===== src/rtl/down_counter_seq_if.sv =====
// Control and counter-side signal bundle for down_counter_seq.
// The slave modport is the sequencer; master is the control logic plus counter.
interface down_counter_seq_if #(
    parameter int WIDTH = 8
);
    logic             go;
    logic             stop;
    logic             periodic;
    logic [WIDTH-1:0] term_val;
    logic [WIDTH-1:0] counter_out;
    logic             cnt_start;
    logic             cnt_reset;
    logic             busy;
    logic             done;
    logic             aborted;
    logic [7:0]       run_cnt;

    modport slave (
        input  go,
        input  stop,
        input  periodic,
        input  term_val,
        input  counter_out,
        output cnt_start,
        output cnt_reset,
        output busy,
        output done,
        output aborted,
        output run_cnt
    );

    modport master (
        output go,
        output stop,
        output periodic,
        output term_val,
        output counter_out,
        input  cnt_start,
        input  cnt_reset,
        input  busy,
        input  done,
        input  aborted,
        input  run_cnt
    );
endinterface


===== src/rtl/down_counter_seq.sv =====
// Sequencer for one down_counter: clear, arm, run to a terminal value,
// report done; optional periodic re-arm, abortable by stop.
module down_counter_seq #(
    parameter int WIDTH   = 8,
    parameter int CLR_CYC = 3
) (
    input  logic              clk,
    input  logic              reset,
    down_counter_seq_if.slave bus
);
    localparam int CW = (CLR_CYC > 1) ? $clog2(CLR_CYC) : 1;
    localparam logic [CW-1:0] CLR_LAST = CW'(CLR_CYC - 1);

    typedef enum logic [2:0] {
        IDLE  = 3'd0,
        CLEAR = 3'd1,
        ARM   = 3'd2,
        RUN   = 3'd3,
        DONE  = 3'd4
    } state_t;

    state_t           state_q, state_d;
    logic [CW-1:0]    clr_cnt_q, clr_cnt_d;
    logic [WIDTH-1:0] term_q, term_d;
    logic             periodic_q, periodic_d;
    logic [7:0]       run_cnt_q, run_cnt_d;
    logic             aborted_q, aborted_d;

    always_ff @(posedge clk) begin
        if (reset) begin
            state_q    <= IDLE;
            clr_cnt_q  <= '0;
            term_q     <= '0;
            periodic_q <= 1'b0;
            run_cnt_q  <= '0;
            aborted_q  <= 1'b0;
        end else begin
            state_q    <= state_d;
            clr_cnt_q  <= clr_cnt_d;
            term_q     <= term_d;
            periodic_q <= periodic_d;
            run_cnt_q  <= run_cnt_d;
            aborted_q  <= aborted_d;
        end
    end

    always_comb begin
        state_d    = state_q;
        clr_cnt_d  = clr_cnt_q;
        term_d     = term_q;
        periodic_d = periodic_q;
        run_cnt_d  = run_cnt_q;
        aborted_d  = 1'b0;

        unique case (state_q)
            IDLE: begin
                if (bus.go) begin
                    term_d     = bus.term_val;
                    periodic_d = bus.periodic;
                    run_cnt_d  = '0;
                    clr_cnt_d  = '0;
                    state_d    = CLEAR;
                end
            end
            CLEAR: begin
                if (clr_cnt_q == CLR_LAST) begin
                    clr_cnt_d = '0;
                    state_d   = ARM;
                end else begin
                    clr_cnt_d = clr_cnt_q + 1'b1;
                end
            end
            ARM: begin
                state_d = RUN;
            end
            RUN: begin
                if (bus.counter_out == term_q) begin
                    state_d = DONE;
                end
            end
            DONE: begin
                if (run_cnt_q != 8'hFF) begin
                    run_cnt_d = run_cnt_q + 8'd1;
                end
                state_d = periodic_q ? CLEAR : IDLE;
            end
            default: begin
                state_d = IDLE;
            end
        endcase

        // stop wins over every transition once a run has been accepted
        if (bus.stop && (state_q != IDLE)) begin
            state_d   = IDLE;
            clr_cnt_d = '0;
            run_cnt_d = run_cnt_q;
            aborted_d = 1'b1;
        end
    end

    assign bus.cnt_reset = (state_q == CLEAR);
    assign bus.cnt_start = (state_q == RUN) && (bus.counter_out != term_q);
    assign bus.busy      = (state_q != IDLE);
    assign bus.done      = (state_q == DONE);
    assign bus.aborted   = aborted_q;
    assign bus.run_cnt   = run_cnt_q;
endmodule


===== src/flat_wrapper.sv =====
// flat-port wrapper written by rule: the top's interface ports become plain ports
module down_counter_seq_flat 
#(
    parameter int WIDTH   = 8,
    parameter int CLR_CYC = 3
)
  (clk, reset, bus_go, bus_stop, bus_periodic, bus_term_val, bus_counter_out, bus_cnt_start, bus_cnt_reset, bus_busy, bus_done, bus_aborted, bus_run_cnt);
  down_counter_seq_if #(.WIDTH(WIDTH)) bus_i ();
  input  logic clk;
  input  logic reset;
  input wire logic [$bits(bus_i.go)-1:0] bus_go;
  input wire logic [$bits(bus_i.stop)-1:0] bus_stop;
  input wire logic [$bits(bus_i.periodic)-1:0] bus_periodic;
  input wire logic [$bits(bus_i.term_val)-1:0] bus_term_val;
  input wire logic [$bits(bus_i.counter_out)-1:0] bus_counter_out;
  output wire logic [$bits(bus_i.cnt_start)-1:0] bus_cnt_start;
  output wire logic [$bits(bus_i.cnt_reset)-1:0] bus_cnt_reset;
  output wire logic [$bits(bus_i.busy)-1:0] bus_busy;
  output wire logic [$bits(bus_i.done)-1:0] bus_done;
  output wire logic [$bits(bus_i.aborted)-1:0] bus_aborted;
  output wire logic [$bits(bus_i.run_cnt)-1:0] bus_run_cnt;
  assign bus_i.go = bus_go;
  assign bus_i.stop = bus_stop;
  assign bus_i.periodic = bus_periodic;
  assign bus_i.term_val = bus_term_val;
  assign bus_i.counter_out = bus_counter_out;
  assign bus_cnt_start = bus_i.cnt_start;
  assign bus_cnt_reset = bus_i.cnt_reset;
  assign bus_busy = bus_i.busy;
  assign bus_done = bus_i.done;
  assign bus_aborted = bus_i.aborted;
  assign bus_run_cnt = bus_i.run_cnt;
  down_counter_seq #(.WIDTH(WIDTH), .CLR_CYC(CLR_CYC)) u_core (.clk(clk), .reset(reset), .bus(bus_i));
endmodule

===== config.mk =====
export PLATFORM = sky130hd
export DESIGN_NAME = down_counter_seq_flat
export DESIGN_NICKNAME = d
export VERILOG_FILES = /design/src/rtl/down_counter_seq_if.sv /design/src/rtl/down_counter_seq.sv /design/src/flat_wrapper.sv
export SDC_FILE = /design/constraint.sdc
export NUM_CORES = 1
export LEC_CHECK = 0
export ABC_AREA = 1
export CAP_MARGIN = 20
export CELL_PAD_IN_SITES_DETAIL_PLACEMENT = 1
export CELL_PAD_IN_SITES_GLOBAL_PLACEMENT = 1
export CORE_ASPECT_RATIO = 0.6
export CORE_MARGIN = 2
export CORE_UTILIZATION = 29
export DETAILED_ROUTE_END_ITERATION = 10
export GPL_TIMING_DRIVEN = 0
export PLACE_DENSITY_LB_ADDON = 0.25
export SYNTH_ARGS = -nofsm -noshare
export SYNTH_HDL_FRONTEND = slang
export SYNTH_SLANG_ARGS = --single-unit

===== constraint.sdc =====
create_clock -name clk -period 1.25 [get_ports clk]
set_input_delay 0.125 -clock clk [delete_from_list [all_inputs] [get_ports clk]]
set_output_delay 0.125 -clock clk [all_outputs]
set_load 0.05 [all_outputs]

==> results.py <==
metrics = {
    "status": {
        "outcome": "finished with violations",
        "violations": "negative setup slack",
    },
    "placement": {
        "port-buffer-count": 32,
        "detailedPlacementHpwl_um": 2670,
        "globalplace.congestion": 0.738,
    },
    "pwr": {
        "peakVddDrop_uv": 348,
        "power_leakage_nw": 0.895,
        "report.power.total_mw": 2.23,
        "power_density_mw_per_mm2": 1070,
    },
    "critical_path": {
        "cp-end-kind": "output port",
        "critical_path_required_ps": 1120,
        "crit-reg2reg-capture": "u_core.bus.run_cnt[3]$_SDFFE_PP0P_",
        "critical_path_peak_fanout": 2,
        "timing.rr.start": "u_core.bus.run_cnt[0]$_SDFFE_PP0P_",
        "worstRegToRegCells": 11,
        "rrSetupSlack_ps": -170,
        "start_kind": "register",
        "worst-endpoint-arrival_ps": 1390,
        "worst-setup-path-type": "reg2out",
    },
    "timing": {
        "least_margin_pin_slew_ps": 575,
        "min_period_over_period_pct": 121,
        "finalWorstSetupSlack_ps": -266,
        "timing.clock.skew_ps": 6.78,
        "final-max-slew-violation-count": 0,
        "setup_viol_count_final": 15,
        "hold_viol_final": 0,
        "clock.fmax_ghz": 0.660,
        "grt_setup_unrepaired": "true",
        "layout_min_cycle_time_ps": 1520,
        "timing.max_slew.rel_slack_pct": 61.7,
    },
    "global_route": {
        "antenna_violations_before_repair": 0,
        "grt_start_max_net_pins": 13,
        "grtUsageMet2_pct": 26.4,
        "grt_use_met1_pct": 25.0,
        "gr-usage-all-layers_pct": 17.1,
        "number_of_global_route_vias_before_repair": 1278,
        "globalRouteMet3Util_pct": 3.77,
        "global_route_wire_length_before_repair_um": 6060,
        "top_usage_layer": "met2",
        "gr-total-overflow": 0,
    },
    "finish": {
        "mostFrequentLayoutCells": "sky130_fd_sc_hd__nand2_1, sky130_fd_sc_hd__inv_1, sky130_fd_sc_hd__clkdlybuf4s50_1",
        "post_route_cells_drive_above_1_share_pct": 45.4,
        "final_common_cell": "sky130_fd_sc_hd__nand2_1",
        "syn_to_final_growth_pct": 71.2,
        "end_of_flow_core_utilization_pct": 51.4,
        "nNetsFinal": 261,
        "n_fill_cell": 498,
        "num_antenna_cells": 0,
    },
    "route": {
        "route.detailed.vias_per_inst": 4.61,
        "num_vias": 1374,
        "drcViolationCount": 0,
        "ant_nets": 0,
        "first_iter_violations": 90,
        "drt-total-wl_um": 4400,
        "routedWlPerCell_um": 14.7,
        "number_of_iterations_in_the_first_detailed_routing_pass": 4,
    },
    "synthesis": {
        "synth_top_family_by_area": "simple AND/OR/NAND/NOR gates",
        "netlist-cell-type-count": 27,
        "mapped_cell_area_sq_mm": 0.00122,
        "synth_xor_area_share_pct": 2.86,
        "cell_count_after_synthesis": 185,
        "synth_adder_area_share_pct": 1.02,
        "post_synth_and_or_nand_nor_area_fraction_pct": 31.5,
        "synth_seq_area_share_pct": 37.6,
        "avg_synthesized_cell_area_sq_um": 6.61,
        "synth.area.mux_share_pct": 0,
        "synth_nets": 207,
        "ys_warn_count": 0,
        "synth_compound_gate_area_share_pct": 15.2,
        "ys_ff_latch": 23,
    },
    "floorplan": {
        "rows": 18,
        "effective_utilization_at_floorplan_pct": 30.0,
        "boundaryPins": 34,
        "chipHeight_um": 54.3,
        "die_width_um": 87.9,
        "full_die_area_sq_mm": 0.00477,
        "core_area_sq_mm": 0.00408,
    },
    "job": {
        "max_cap_viol_count": 0,
    },
    "cts": {
        "cts.hold.buffers_added": 0,
        "cts.sinks": 23,
        "cts-root-buf": "sky130_fd_sc_hd__clkbuf_8",
        "clock_latency_ps": 270,
        "tritoncts.num_buffers": 3,
        "cts_max_level": 1,
        "clk_path_buf_depth": 2,
        "cts.clk_slew.worst_paths_ps": 90,
        "cts_tree": "yes",
    },
    "worst_hold_path": {
        "whs_endpoint": "u_core.bus.run_cnt[4]$_SDFFE_PP0P_",
        "worst_hold_startpoint": "reset",
        "hold_class": "in2reg",
        "worstHoldPathCells": 2,
    },
}
-- flip-flops by register name (all words and copies together) (netlist names) --
signal              cells
u_core.state_q          3
u_core.term_q           8
u_core.bus.aborted      1
u_core.bus.run_cnt      8
u_core.periodic_q       1
u_core.clr_cnt_q        2
-- cells by family after synthesis --
kind of cell / Yosys count
buffers and inverters: 36
AO/OA/AOI/OAI: 34
XOR/XNOR: 4
AND/OR/NAND/NOR: 87
adder cells (fa/ha/maj): 1
flip-flops: 23
-- synth_stat cells --
master / n / area, sq um
sky130_fd_sc_hd__o21ai_2: 2 / 17.5
sky130_fd_sc_hd__nand4_1: 1 / 6.26
sky130_fd_sc_hd__buf_6: 1 / 11.3
sky130_fd_sc_hd__nor2_4: 1 / 11.3
sky130_fd_sc_hd__nand2_1: 47 / 176
sky130_fd_sc_hd__a221oi_1: 1 / 8.76
sky130_fd_sc_hd__ha_1: 1 / 12.5
sky130_fd_sc_hd__inv_1: 29 / 109
sky130_fd_sc_hd__o21ai_0: 8 / 40.0
sky130_fd_sc_hd__dfxtp_1: 23 / 460
sky130_fd_sc_hd__nand3_2: 1 / 10.0
sky130_fd_sc_hd__nand2_2: 4 / 25.0
sky130_fd_sc_hd__or2_1: 1 / 6.26
sky130_fd_sc_hd__nor3_2: 1 / 10.0
sky130_fd_sc_hd__nand3_1: 11 / 55.1
sky130_fd_sc_hd__nor3b_1: 1 / 7.51
sky130_fd_sc_hd__buf_2: 1 / 5.00
sky130_fd_sc_hd__xnor2_1: 4 / 35.0
sky130_fd_sc_hd__a22oi_1: 1 / 7.51
sky130_fd_sc_hd__nor2_1: 16 / 60.1
sky130_fd_sc_hd__a21oi_1: 15 / 75.1
sky130_fd_sc_hd__clkbuf_1: 2 / 7.51
sky130_fd_sc_hd__a211oi_1: 1 / 7.51
sky130_fd_sc_hd__inv_2: 3 / 11.3
sky130_fd_sc_hd__o21ai_1: 6 / 30.0
sky130_fd_sc_hd__nor3_1: 1 / 5.00
sky130_fd_sc_hd__nor2_2: 2 / 12.5
-- through the flow --
step	hold WS (ps)	cells	setup WS, ps	TNS (ps)	instance area [sq um]
finish	312	298	-266	-1590	2090
global route	360	298	-373	-3110	2090
CTS	282	289	-189	-1790	1860
detailed placement	462	277	-796	-6960	1650
global placement	458	277	-773	-6940	1650
floorplan	269	185	-214	-2010	1260
-- report_power, final --
part / leakage [nW] / internal (mW) / switching, mW / total (mW)
Sequential: 0.195 / 0.797 / 0.0619 / 0.858
Clock: 0.0228 / 0.228 / 0.251 / 0.479
Combinational: 0.677 / 0.396 / 0.500 / 0.896
Total: 0.895 / 1.42 / 0.813 / 2.23
-- metal layers --
metal	part of all wire (%)	wire, um	vias to the layer above
met5	0	0	-
met4	0.23	10	0
met3	3.2	140	2
met2	47	2050	24
met1	50	2190	659
li1	-	-	689
-- worst max path at each step --
| stage | from | endpoint | slack, ps |
|---|---|---|---|
| floorplan | u_core.bus.run_cnt[0]$_SDFFE_PP0P_ | u_core.bus.run_cnt[3]$_SDFFE_PP0P_ | -210 |
| global placement | bus_counter_out[7] | bus_cnt_start | -770 |
| detailed placement | bus_counter_out[5] | bus_cnt_start | -800 |
| CTS | u_core.bus.run_cnt[1]$_SDFFE_PP0P_ | u_core.bus.run_cnt[0]$_SDFFE_PP0P_ | -190 |
| global route | u_core.term_q[4]$_SDFFE_PP0P_ | bus_cnt_start | -370 |
| finish | u_core.term_q[4]$_SDFFE_PP0P_ | bus_cnt_start | -270 |
-- worst max-delay path, cell delays in order (launching register included) --
cell and delay, ps:
sky130_fd_sc_hd__dfxtp_1 340, sky130_fd_sc_hd__xnor2_1 210, sky130_fd_sc_hd__nand2_1 110, sky130_fd_sc_hd__nor2_1 110, sky130_fd_sc_hd__nand2_1 70, sky130_fd_sc_hd__nand2_2 90, sky130_fd_sc_hd__inv_2 40, sky130_fd_sc_hd__buf_8 140
-- cell type report --
type / instances / area (sq um) / area share (%)
Timing Repair Buffer: 49 / 484 / 23.1
Inverter: 32 / 128 / 6.09
Sequential cell: 23 / 490 / 23.4
Multi-Input combinational cell: 126 / 837 / 40.0
Clock buffer: 4 / 45.0 / 2.15
Tap cell: 60 / 75.1 / 3.58
Buffer: 4 / 35.0 / 1.67
-- what timing repair did --
action,CTS,global route
resized for setup,84,64
endpoints found under the hold margin,0,0
cloned,1,1
setup endpoints to repair,33,29
setup buffers,8,8
pin swaps,27,19
No activity file was read; power rests on OpenSTA's default activity.
